### src/rtl/rr_dec_arbiter4.sv
// Four-requester round-robin arbiter with bounded hold time. Drives a registered
// grant index plus its one-hot decode, both forced idle when en is low.
module rr_dec_arbiter4 #(
   parameter int MAX_HOLD = 4,
   parameter int HOLD_W   = 3
) (
   input  logic       clk,
   input  logic       rst_n,
   input  logic       en,
   input  logic [3:0] req,
   output logic [3:0] gnt,
   output logic [1:0] gnt_idx,
   output logic       gnt_valid
);

   typedef enum logic {
      IDLE  = 1'b0,
      GRANT = 1'b1
   } state_t;

   localparam logic [HOLD_W-1:0] HOLD_LAST = HOLD_W'(MAX_HOLD - 1);

   state_t            state_reg, state_next;
   logic [1:0]        ptr_reg, ptr_next;
   logic [1:0]        idx_reg, idx_next;
   logic [HOLD_W-1:0] hold_reg, hold_next;
   logic              valid_reg, valid_next;
   logic [3:0]        gnt_reg, gnt_next;
   logic              release_now;

   // First set request bit scanning cyclically from start; scanning high to low
   // lets the nearest candidate overwrite the farther ones.
   function automatic logic [1:0] pick(input logic [3:0] r, input logic [1:0] start);
      logic [1:0] sel;
      logic [1:0] cand;
      sel = start;
      for (int k = 3; k >= 0; k--) begin
         cand = start + 2'(k);
         if (r[cand]) sel = cand;
      end
      return sel;
   endfunction

   always_ff @(posedge clk or negedge rst_n) begin
      if (!rst_n) begin
         state_reg <= IDLE;
         ptr_reg   <= 2'b00;
         idx_reg   <= 2'b00;
         hold_reg  <= '0;
         valid_reg <= 1'b0;
         gnt_reg   <= 4'b0000;
      end else begin
         state_reg <= state_next;
         ptr_reg   <= ptr_next;
         idx_reg   <= idx_next;
         hold_reg  <= hold_next;
         valid_reg <= valid_next;
         gnt_reg   <= gnt_next;
      end
   end

   assign release_now = !en || !req[idx_reg] || (hold_reg == HOLD_LAST);

   always_comb begin
      state_next = state_reg;
      ptr_next   = ptr_reg;
      idx_next   = idx_reg;
      hold_next  = hold_reg;
      valid_next = valid_reg;
      case (state_reg)
         IDLE: begin
            valid_next = 1'b0;
            hold_next  = '0;
            if (en && (req != 4'b0000)) begin
               idx_next   = pick(req, ptr_reg);
               valid_next = 1'b1;
               state_next = GRANT;
            end
         end
         GRANT: begin
            if (release_now) begin
               // Scanning from owner+1 puts a still-requesting owner last in line.
               ptr_next  = idx_reg + 2'd1;
               hold_next = '0;
               if (en && (req != 4'b0000)) begin
                  idx_next   = pick(req, idx_reg + 2'd1);
                  valid_next = 1'b1;
               end else begin
                  valid_next = 1'b0;
                  state_next = IDLE;
               end
            end else begin
               hold_next = hold_reg + 1'b1;
            end
         end
         default: begin
            state_next = IDLE;
            valid_next = 1'b0;
            hold_next  = '0;
         end
      endcase
   end

   // One-hot decode of the next owner, registered alongside the index.
   generate
      for (genvar gi = 0; gi < 4; gi++) begin : g_dec
         assign gnt_next[gi] = valid_next && (idx_next == 2'(gi));
      end
   endgenerate

   assign gnt       = gnt_reg;
   assign gnt_idx   = idx_reg;
   assign gnt_valid = valid_reg;

endmodule
### config.mk
export PLATFORM = sky130hd
export DESIGN_NAME = rr_dec_arbiter4
export DESIGN_NICKNAME = d
export VERILOG_FILES = /design/src/rtl/rr_dec_arbiter4.sv
export SDC_FILE = /design/constraint.sdc
export NUM_CORES = 1
export LEC_CHECK = 0
export ABC_AREA = 1
export BUFFER_PORTS_ARGS = -buffer_cell sky130_fd_sc_hd__buf_2
export CAP_MARGIN = 40
export CORE_ASPECT_RATIO = 1.2
export CORE_MARGIN = 2
export CORE_UTILIZATION = 38
export CTS_BUF_LIST = sky130_fd_sc_hd__clkbuf_4
export DETAILED_ROUTE_END_ITERATION = 10
export PLACE_DENSITY = 0.61
export SLEW_MARGIN = 20
export SYNTH_ARGS = -nofsm -noshare
export SYNTH_HDL_FRONTEND = slang
export SYNTH_SLANG_ARGS = --single-unit
### constraint.sdc
create_clock -name clk -period 1.95 [get_ports clk]
set_input_delay 0.39 -clock clk [delete_from_list [all_inputs] [get_ports clk]]
set_output_delay 0.39 -clock clk [all_outputs]
set_load 0.01 [all_outputs]
======== Yosys cells after proc, flatten, opt, wreduce, memory -nomap -nowiden ========
Cells that the tools add are included.
cells by class
  add/sub/neg operators ................... 8
  $lt $le $gt $ge ......................... 9
  equal/unequal tests ..................... 4
  muxes and demuxes ....................... 37
  bitwise gates (word level) .............. 1
  reductions and logical operators ........ 12
operator list
  cell                                                         number
  less-than comparator 2 x 3 -> 1 bit (second input constant)  9
  2-to-1 mux 2 bit                                             11
  binary-select mux 1 bit (select 2 bit)                       9
  2-to-1 mux 1 bit                                             12
  adder 2 bit (second input constant)                          4
  adder 2 x 1 -> 2 bit (second input constant)                 3
  one-hot mux 3 bit (2 select lines)                           1
  logical AND 1 bit                                            5
  == test 2 bit (second input constant)                        2
  one-hot mux 1 bit (2 select lines)                           2
  one-hot mux 2 bit (2 select lines)                           1
  nonzero test 4 bit                                           1
  adder 3 x 1 -> 3 bit (second input constant)                 1
  == test 3 x 2 -> 1 bit (second input constant)               1
  2-to-1 mux 3 bit                                             1
  == test 2 x 1 -> 1 bit (second input constant)               1
  zero test 1 bit                                              2
  zero test 2 bit                                              1
  logical OR 1 bit                                             2
  AND reduction 2 bit                                          1
  inverter 1 bit                                               1
word-level totals
  register bits after elaboration ......... 13
  input port bits ......................... 7
  output and inout port bits .............. 7
  logic and storage cells ................. 77

======== Depth between registers and ports, before layout ========
Gate-level depths: netlist (run 1).
  depth after elaboration ................. 13
  depth in mapped cells ................... 14
  depth with buffers taken out ............ 14

======== Worst setup path after synthesis (run 1) ========
OpenSTA, ideal clock, no wires.
  path kind ............................... register -> register
  start ................................... register hold_reg[0]
  end ..................................... register gnt_reg[3], in the netlist gnt[3]
  library setup time ...................... 119 ps
  arrival ................................. 1,420 ps
  data required time ...................... 1,831 ps
  setup slack ............................. 410 ps
  cell stages (with the launch flop) ...... 11
  path buffers ............................ 0
  clock period less this slack ............ 1,540 ps
  cell sequence ........................... dfrtp_1 > ha_1 > ha_1 > nor2_1 > nand3_1 > nor2_1 > inv_2 > nor2_1 > nor2_4 > nand3_1 > nor2_1
on the way
  elaborated cells between the ends (all ways) .. 8
  classes of those cells .................. 2 x eq/ne; 4 x mux; 2 x reduce/logical
RTL lines
  what                                line  source
  start, declared                     26    logic [HOLD_W-1:0] hold_reg, hold_next;
  start signal, assigned              56    hold_reg <= hold_next;
  == test 3 x 2 -> 1 bit              62    assign release_now = !en || !req[idx_reg] || (hold_reg == HOLD_LAST);
  logical OR 1 bit                    62
  2-to-1 mux 1 bit                    81    if (release_now) begin
  one-hot mux 1 bit (2 select lines)  70    case (state_reg)
  via valid_next                      27    logic valid_reg, valid_next;
  logical AND 1 bit                   107   assign gnt_next[gi] = valid_next && (idx_next == 2'(gi));
  via gnt_next[3]                     28    logic [3:0] gnt_reg, gnt_next;
  end signal, assigned                58    gnt_reg <= gnt_next;
  end, declared                       28
The timed path passes the listed nets, and every way through them passes these cells.
A chain may end at the register's enable or synchronous reset.

======== Final worst setup path (run 1) ========
  start ................................... register hold_reg[0]
  end ..................................... register gnt_reg[2], in the netlist gnt[2]
on the way
  longest elaborated chain between the ends .. 6
  elaborated cells between the ends (all ways) .. 8
  classes of those cells .................. 2 x eq/ne; 4 x mux; 2 x reduce/logical
ends and longest elaborated chain
  what                                line
  == test 3 x 2 -> 1 bit *            62
  logical OR 1 bit *                  62
  2-to-1 mux 2 bit                    81
  one-hot mux 2 bit (2 select lines)  70
  == test 2 bit                       107
  logical AND 1 bit *                 107
  via gnt_next[2]                     28
The timed path passes the listed nets; every way through them passes the cells marked *.

==> metrics.txt, run 1 <==
Synth Register Bits 13; DRC 0; Post-DP HPWL around 1700 um; RSZ-0062 raised after global routing false; Final period util 0.902; Synth area leader dfrtp_1; Ys Warns 0; Ant. Diodes 0; minimum clock period 1.76 ns; Critical Path, Cell by Cell ha_1 > ha_1 > nor2_1 > nand3_1 > nand2_1 > inv_2 > nand3_1 > nand3_2 > nand2_2 > nand2_2 > nor2_1; Die X 50.1 um; root buf cell clkbuf_4; IO Pins 14; clock sinks 13; count leader, synth nand2_1; port bufs 13; Post-synth top flop dfrtp_1; Placer Congestion 0.824; vias in the first global route 871; worst skew pair latency 0.28 ns; Worst Tran Pin Value 0.294 ns; Layout Nets 180; first-pass GRT wire length between 3000 and 4000 um; GRT Total Usage 0.164; layout cells sized above 1 0.218; delay of the slowest critical-path stage 0.39 ns; DIE AREA between 2000 and 3000 um2; Synth Cell Area roughly 970 um2; Design Power roughly 1600 uW; CTS tree built; core area 2480 um2; Area Growth Syn to Fin 14.1%; Cell variety after synth 19; global route overflow 0; CP startpoint kind flip-flop; Final Hold Viols 0; Worst Path Buf+Inv 1; Synth async-reset ratio 1.00; Peak supply drop approximately 0.80 mV; Max Cap Viol 0; max FFs per register 4; run status finished, final reports clean; Cell Rows 20; final worst slack 0.192 ns; Max Slew Vio Count 0; EDFF count, synth 0; H-tree lvl count 1; delay-heaviest family, CP simple AND/OR/NAND/NOR gates; top post-synthesis cells by count 65 x nand2_1, 17 x nand3_1, 14 x inv_1, 13 x dfrtp_1, 13 x nor2_1; Fmax 0.569 GHz; Clk pin slew, worst setup/hold paths ~0.080 ns; WP data arrival 1.96 ns; DP Cell Count 198; Detailed Route WL 2100 um; Post-CTS Setup Repair Bufs 0; Reg2Reg Setup Slack 0.19 ns; Pre-antenna DRT Iters 4; Mapped Cells ~150; number of buffers created by CTS 3; vias per cell 4.80; Layout Cells excl Fill 203; Leakage Power 0.000645 uW; Crit path required time 2.15 ns; DR iter-0 viols 28; clock buffer depth 2; Final setup viols 0; Seq/Total Area, Yosys 0.336; Slew HR 0.804; Synth area leaders dfrtp_1 34%, nand2_1 25%, nand3_1 8.8%, inv_1 5.4%, nor2_1 5.0%; Post-Syn Area per Cell 6.33 um2; starting density of the core 0.391; height of the chip ~59 um; Post-Syn Nets 162; Crit Path Category reg -> reg; largest net degree at the start of global routing 14; Setup TNS 0 ns; Setup WS pre-CTS 0.193 ns; # fillers 280; Fin Clk Skew around 0.002 ns; Routed wire per std cell 10.3 um; post-synth top area share 0.336; HP Class in -> reg; Vias 975; Routed Antenna Nets 0; initial antenna violation count 0; CP Capture Type flip-flop; Slowest cell on crit path dfrtp_1; P per Cell Area 1460 nW/um2; CP max FO 3
repair_timing:
action	CTS	global route
endpoints found under the hold margin	13	0
resized for setup	0	1
hold buffers	1	0
endpoints found under the setup margin	0	1
final timing paths:
path                          endpoint         from  depth (start not counted)
max in group asynchronous   ptr_reg[0]        rst_n                          2
max                             gnt[2]  hold_reg[0]                         11
max reg2reg                     gnt[2]  hold_reg[0]                         11
min reg2reg                hold_reg[0]  hold_reg[0]                          1
min in group asynchronous       gnt[3]        rst_n                          2
min                          state_reg           en                          3
cells in the final DEF (no fill, tap or decap), types with 2 or more instances in the layout:
cell and instances:
nand2_2 6, inv_1 14, clkbuf_4 3, buf_2 13
dfrtp_1 12, ha_1 2, nor2_1 13, a21oi_1 4
o21ai_0 3, nand3_1 17, inv_2 7, nand2_1 65
routing by layer:
metal / track usage / wire, um
met5: 0 / 0
met4: 0.0913 / 15
met3: 0.0227 / 66
met2: 0.291 / 1130
met1: 0.188 / 890
metrics by stage:
stage / util / instance area (um2) / hold slack (ns)
3_3_place_gp: 0.430 / 1070 / 0.286
3_5_place_dp: 0.430 / 1070 / 0.290
5_1_grt: 0.446 / 1100 / 0.398
6_report: 0.446 / 1100 / 0.422
2_1_floorplan: - / 968 / 0.0944
4_1_cts: 0.445 / 1100 / 0.408
power breakdown:
| group | switching, uW | total, uW | internal (uW) |
|---|---|---|---|
| Combinational | 628 | 988 | 360 |
| Sequential | 108 | 451 | 343 |
| Clock | 93.3 | 169 | 76.1 |
tightest hold or removal path, stage by stage:
cell and delay, ns:
buf_2 0.10, inv_1 0.10, a31oi_4 0.06
cell type report:
type                    instances  area, um2  area share
clock inverters                 1       5.00     0.00453
multi-input cells             117        548       0.496
repair buffers                 15       82.6      0.0747
clock buffers                   3       22.5      0.0204
flip-flops and latches         13        327       0.296
inverters                      21       78.8      0.0713
well taps                      33       41.3      0.0374
cells by family (layout without fill, tap and decap cells):
| kind of cell | Yosys count | after routing | synth area share |
|---|---|---|---|
| fa+ha+maj | 2 | 2 | 0.0258 |
| flops | 13 | 13 | 0.336 |
| compound gates | 11 | 11 | 0.0814 |
| simple gates | 104 | 104 | 0.459 |
| buf+inv | 23 | 40 | 0.0982 |
Note: power is estimated with default switching activity, not from simulation.
==> run 2, diff against run 1 <==
--- a/config.mk
+++ b/config.mk
@@ -10,10 +10,10 @@
 export CAP_MARGIN = 40
 export CORE_ASPECT_RATIO = 1.2
 export CORE_MARGIN = 2
-export CORE_UTILIZATION = 38
+export CORE_UTILIZATION = 45
 export CTS_BUF_LIST = sky130_fd_sc_hd__clkbuf_4
 export DETAILED_ROUTE_END_ITERATION = 10
-export PLACE_DENSITY = 0.61
+export PLACE_DENSITY = 0.69
 export SLEW_MARGIN = 20
 export SYNTH_ARGS = -nofsm -noshare
 export SYNTH_HDL_FRONTEND = slang
==> metrics.txt, run 2 (same netlist as run 1, synthesis figures left out) <==
minimum clock period roughly 1.7 ns; Leakage Power approximately 0.00065 uW; Routed Antenna Nets 0; Slowest cell on crit path dfrtp_1; Fin Clk Skew roughly 0.0056 ns; Layout Cells excl Fill 200; CTS tree built; core area 2050 um2; most common cell after layout, fill and taps aside nand2_1; GRT Total Usage 0.191; Max Cap Viol 0; Design Power ~1600 uW; run status finished, final reports clean; IO Pins 14; Final Hold Viols 0; DP Cell Count between 150 and 200; Max Slew Vio Count 0; Die X ~46 um; Final period util 0.876; Crit path required time 2.12 ns; final worst slack 0.242 ns; delay of the slowest critical-path stage approximately 0.39 ns; Critical Path, Cell by Cell ha_1 > ha_1 > nor2_1 > nand3_1 > nor2_1 > inv_2 > nor2_1 > nor2_4 > nand3_1 > nor2_1; Routed wire per std cell 9.91 um; Cell Rows 18; CP startpoint kind flip-flop; Post-DP HPWL approximately 1700 um; Peak supply drop 0.909 mV; # fillers ~230; most frequent cells in the layout 65 x nand2_1, 17 x nand3_1, 14 x inv_1; Area Growth Syn to Fin 13.6%; clock buffer depth 2; Setup WS pre-CTS 0.219 ns; initial antenna violation count 0; Placer Congestion 0.856; first-pass GRT wire length 3500 um; DR iter-0 viols 10; Detailed Route WL around 2000 um; vias per cell between 4 and 5; CP Capture Type flip-flop; Worst Path Buf+Inv 1; startpoint of the worst hold path en; delay-heaviest family, CP simple AND/OR/NAND/NOR gates; CP max FO 4; cts repair resizes 0; Clk pin slew, worst setup/hold paths approximately 0.080 ns; Critical Path Most Common Cell nor2_1; Vias 936; Slew HR 0.800; height of the chip 54.8 um; Final setup viols 0; RR Startpoint hold_reg[0]; WP data arrival between 1.5 and 2 ns; Worst Hold Slack around 0.42 ns; Fmax 0.585 GHz; Layout Nets 180; Ant. Diodes 0; Crit Path Category reg -> reg; critical path startpoint hold_reg[0]; layout cells sized above 1 0.212; Worst Tran Pin Value approximately 0.30 ns; DIE AREA 2540 um2; max FFs per register 4; HP Class in -> reg; largest net degree at the start of global routing 14; DRC 0; vias in the first global route roughly 910; global route overflow 0; clock sinks 13; root buf cell clkbuf_4; starting density of the core 0.473; worst skew pair latency roughly 0.28 ns; Pre-antenna DRT Iters 4; Setup TNS 0 ns; RSZ-0062 raised after global routing false; number of buffers created by CTS 3; P per Cell Area 1460 nW/um2; port bufs 13; H-tree lvl count 1
==> run 2: cell counts in the layout (fill, tap and decap cells not counted) <==
Identical to the previous run, type by type.
==> run 2: final cells by class <==
class / instances / area (um2) / share of cell area
tap: 30 / 37.5 / 0.0341
inverter: 21 / 78.8 / 0.0717
sequential: 13 / 325 / 0.296
clock inverter: 1 / 5.00 / 0.00455
clock buffer: 3 / 22.5 / 0.0205
multi-input combinational: 117 / 548 / 0.498
timing repair buffer: 15 / 82.6 / 0.0751
==> run 2: final timing paths <==
check                         endpoint  slack [ns]  depth (start not counted)
setup / recovery                gnt[1]        0.24                         10
hold / removal               state_reg        0.42                          3
setup reg to reg                gnt[1]        0.24                         10
hold reg to reg            hold_reg[0]        0.45                          1
max in group asynchronous   gnt_idx[1]        1.22                          2
min in group asynchronous  hold_reg[1]        0.51                          2
==> run 2: repair_timing <==
item	in CTS	in global routing
endpoints found under the hold margin	13	0
buffers inserted	0	0
hold buffers	1	0
==> run 2: per-layer routing <==
layer,up-vias,GRT usage,share of wire
met2,23,0.333,0.50
met1,404,0.235,0.44
li1,505,-,-
met5,-,0,0
met4,0,0.0857,0.016
met3,4,0.0132,0.043
==> run 2: tightest hold or removal path, cell delays in order <==
cell and delay [ns]:
buf_2 0.09, inv_1 0.10, a31oi_4 0.07
==> run 2: through the flow <==
step	area, um2	util
3_5_place_dp	1060	0.518
2_1_floorplan	968	-
3_3_place_gp	1060	0.518
4_1_cts	1100	0.537
6_report	1100	0.537
5_1_grt	1100	0.537
==> run 2: where the power goes <==
group	switching [uW]	internal (uW)	leakage, uW	total [uW]
Combinational	634	360	0.000462	994
Clock	89.5	76.1	0.0000177	166
Sequential	108	341	0.000167	449
Total	831	777	0.000647	1610
==> run 3, diff against run 2 <==
--- a/config.mk
+++ b/config.mk
@@ -5,7 +5,6 @@
 export SDC_FILE = /design/constraint.sdc
 export NUM_CORES = 1
 export LEC_CHECK = 0
-export ABC_AREA = 1
 export BUFFER_PORTS_ARGS = -buffer_cell sky130_fd_sc_hd__buf_2
 export CAP_MARGIN = 40
 export CORE_ASPECT_RATIO = 1.2
@@ -13,7 +12,7 @@
 export CORE_UTILIZATION = 45
 export CTS_BUF_LIST = sky130_fd_sc_hd__clkbuf_4
 export DETAILED_ROUTE_END_ITERATION = 10
-export PLACE_DENSITY = 0.69
+export PLACE_DENSITY = 0.7
 export SLEW_MARGIN = 20
 export SYNTH_ARGS = -nofsm -noshare
 export SYNTH_HDL_FRONTEND = slang
==> metrics.txt, run 3 <==
CP startpoint kind flip-flop; Max Cap Viol 0; Mapped Cells 86; CP max FO 3; RR Startpoint hold_reg[0]; H-tree lvl count 1; Final period util 0.984; post-synth top area share 0.354; GRT Total Usage 0.179; Area Growth Syn to Fin 19.2%; clock buffer depth 2; largest net degree at the start of global routing 14; Reg2Reg Setup Slack 0.03 ns; EDFF count, synth 0; part of the power in registers 0.352; Post-Syn Nets 95; CTS tree built; Placer Congestion 0.774; Synth Cell Area 918 um2; Routed wire per std cell about 15 um; Crit path required time 2.11 ns; switching share of power 0.396; clock sinks 13; area share of fa/ha/maj cells after synthesis 0.0272; P per Cell Area 1070 nW/um2; post-synthesis xor/xnor area fraction 0.00954; Gate power share 0.493; Setup WS pre-CTS 0.00488 ns; Synth area leader dfrtp_1; Crit Path Category reg -> reg; Clock Power Share 0.154; Internal 705 uW; Clk pin slew, worst setup/hold paths approximately 0.070 ns; first-pass GRT wire length 3080 um; core area 1890 um2; Worst Tran Pin Value roughly 0.4 ns; Detailed Route WL 1920 um; starting density of the core 0.485; Synth Register Bits 13; sw power 463 uW; Post-synth top flop dfrtp_1; Post-Syn Area per Cell 10.7 um2; IO Pins 14; Vias 694; largest family of logic cells by synthesized area compound AO/OA/AOI/OAI gates; Ys Warns 0; Fmax 0.521 GHz; critical path startpoint hold_reg[0]; Peak supply drop 0.756 mV; most frequent cells in the layout 13 x dfrtp_1, 13 x buf_2, 8 x buf_4, 6 x nand2_1, 5 x o21ai_0; Synth area leaders dfrtp_1 35%, mux2i_4 4.9%, buf_6 3.7%, o41ai_4 3.0%, o221ai_4 2.9%; Max Slew Vio Count 0; Die X 45.2 um; DIE AREA 2420 um2; height of the chip 53.5 um; Pre-antenna DRT Iters 3; root buf cell clkbuf_4; worst skew pair latency 0.28 ns; Synth Area in Compound Gates 0.271; Routed Antenna Nets 0; max FFs per register 4; Post-DP HPWL ~1300 um; Final Hold Viols 0; vias in the first global route 665; initial antenna violation count 0; final worst slack 0.0306 ns; Final setup viols 0; WP data arrival 2.08 ns; Cell Rows 17; DRC 0; CP Capture Type flip-flop; simple-gate share of the synthesized area 0.211; RSZ-0062 raised after global routing true; Ant. Diodes 0; Seq/Total Area, Yosys 0.354; Cell variety after synth 38; port bufs 13; global route overflow 0; minimum clock period 1.92 ns; FF-to-FF End gnt_idx[0]; Leakage Power approximately 0.00047 uW; number of buffers created by CTS 3; run status finished, final reports clean; top post-synthesis cells by count 13 x dfrtp_1, 6 x nand2_1, 5 x o21ai_0; layout cells sized above 1 0.429; Synth async-reset ratio 1.00; Layout Nets roughly 120; HP Class reg -> reg; mux cell area share after synthesis 0.0490; count leader, synth dfrtp_1; vias per cell 5.60; Fin Clk Skew just over 0.0007 ns; r2r worst-path depth 7; Design Power 1170 uW; DR iter-0 viols 3; Slew HR 0.734; CP endpoint gnt_idx[0]
-- run 3: layer usage --
layer,vias up,share of wire,GRT usage
met3,2,0.026,0.0307
met5,-,0,0
li1,349,-,-
met4,0,0.013,0.0882
met1,333,0.44,0.214
met2,10,0.52,0.300
-- run 3: metrics by stage --
step / area [um2] / util / std cells / TNS (ns) / hold WS (ns)
after global placement: 981 / 0.518 / 115 / 0 / 0.282
after global routing: 1090 / 0.578 / 124 / -0.140 / 0.447
final: 1090 / 0.578 / 124 / 0 / 0.441
after floorplan: 918 / - / 86 / 0 / 0.0944
after detailed placement: 981 / 0.518 / 115 / 0 / 0.290
after CTS: 1030 / 0.543 / 120 / 0 / 0.437
-- run 3: worst max-delay path: stages (launching register included) --
cell and delay, ns:
dfrtp_1 0.38, ha_2 0.18, ha_2 0.16, or3b_4 0.41
o221ai_4 0.25, nor3_2 0.08, nand2b_4 0.16, o21bai_1 0.17
-- run 3: worst min-delay path by stage --
stage / start / end / slack (ns) / depth (start not counted)
floorplan: rst_n / gnt[0] / 0.09 / 0
global placement: rst_n / gnt[2] / 0.28 / 1
detailed placement: rst_n / gnt_valid / 0.29 / 1
CTS: hold_reg[0] / hold_reg[0] / 0.44 / 1
global route: hold_reg[0] / hold_reg[0] / 0.45 / 1
finish: hold_reg[0] / hold_reg[0] / 0.44 / 1
-- run 3: logic make-up (layout without fill, tap and decap cells) --
group | Yosys count | in the layout
multiplexers | 2 | 2
buffers and inverters | 11 | 30
adder cells (fa/ha/maj) | 2 | 2
AND/OR/NAND/NOR | 31 | 31
AO/OA/AOI/OAI | 26 | 26
flip-flops | 13 | 13
XOR/XNOR | 1 | 1
-- run 3: cell type report --
class	count	area [um2]
clock buffer	4	30.0
fill	153	798
inverter	4	15.0
multi-input combinational	62	566
sequential	13	325
tap	19	23.8
timing repair buffer	22	135
-- run 3: power groups by stage --
stage	Clock (uW)	Sequential [uW]	Combinational, uW
2_1_floorplan	0	394	414
3_3_place_gp	0	412	480
3_5_place_dp	0	414	490
4_1_cts	189	409	506
5_1_grt	195	424	629
6_report	180	412	576
-- run 3: timing repair --
action,in CTS,in global routing
buffers inserted,0,4
setup endpoints to repair,2,5
resized for setup,1,8
pin swaps,0,5
hold buffers,1,0
hold endpoints to repair,13,0
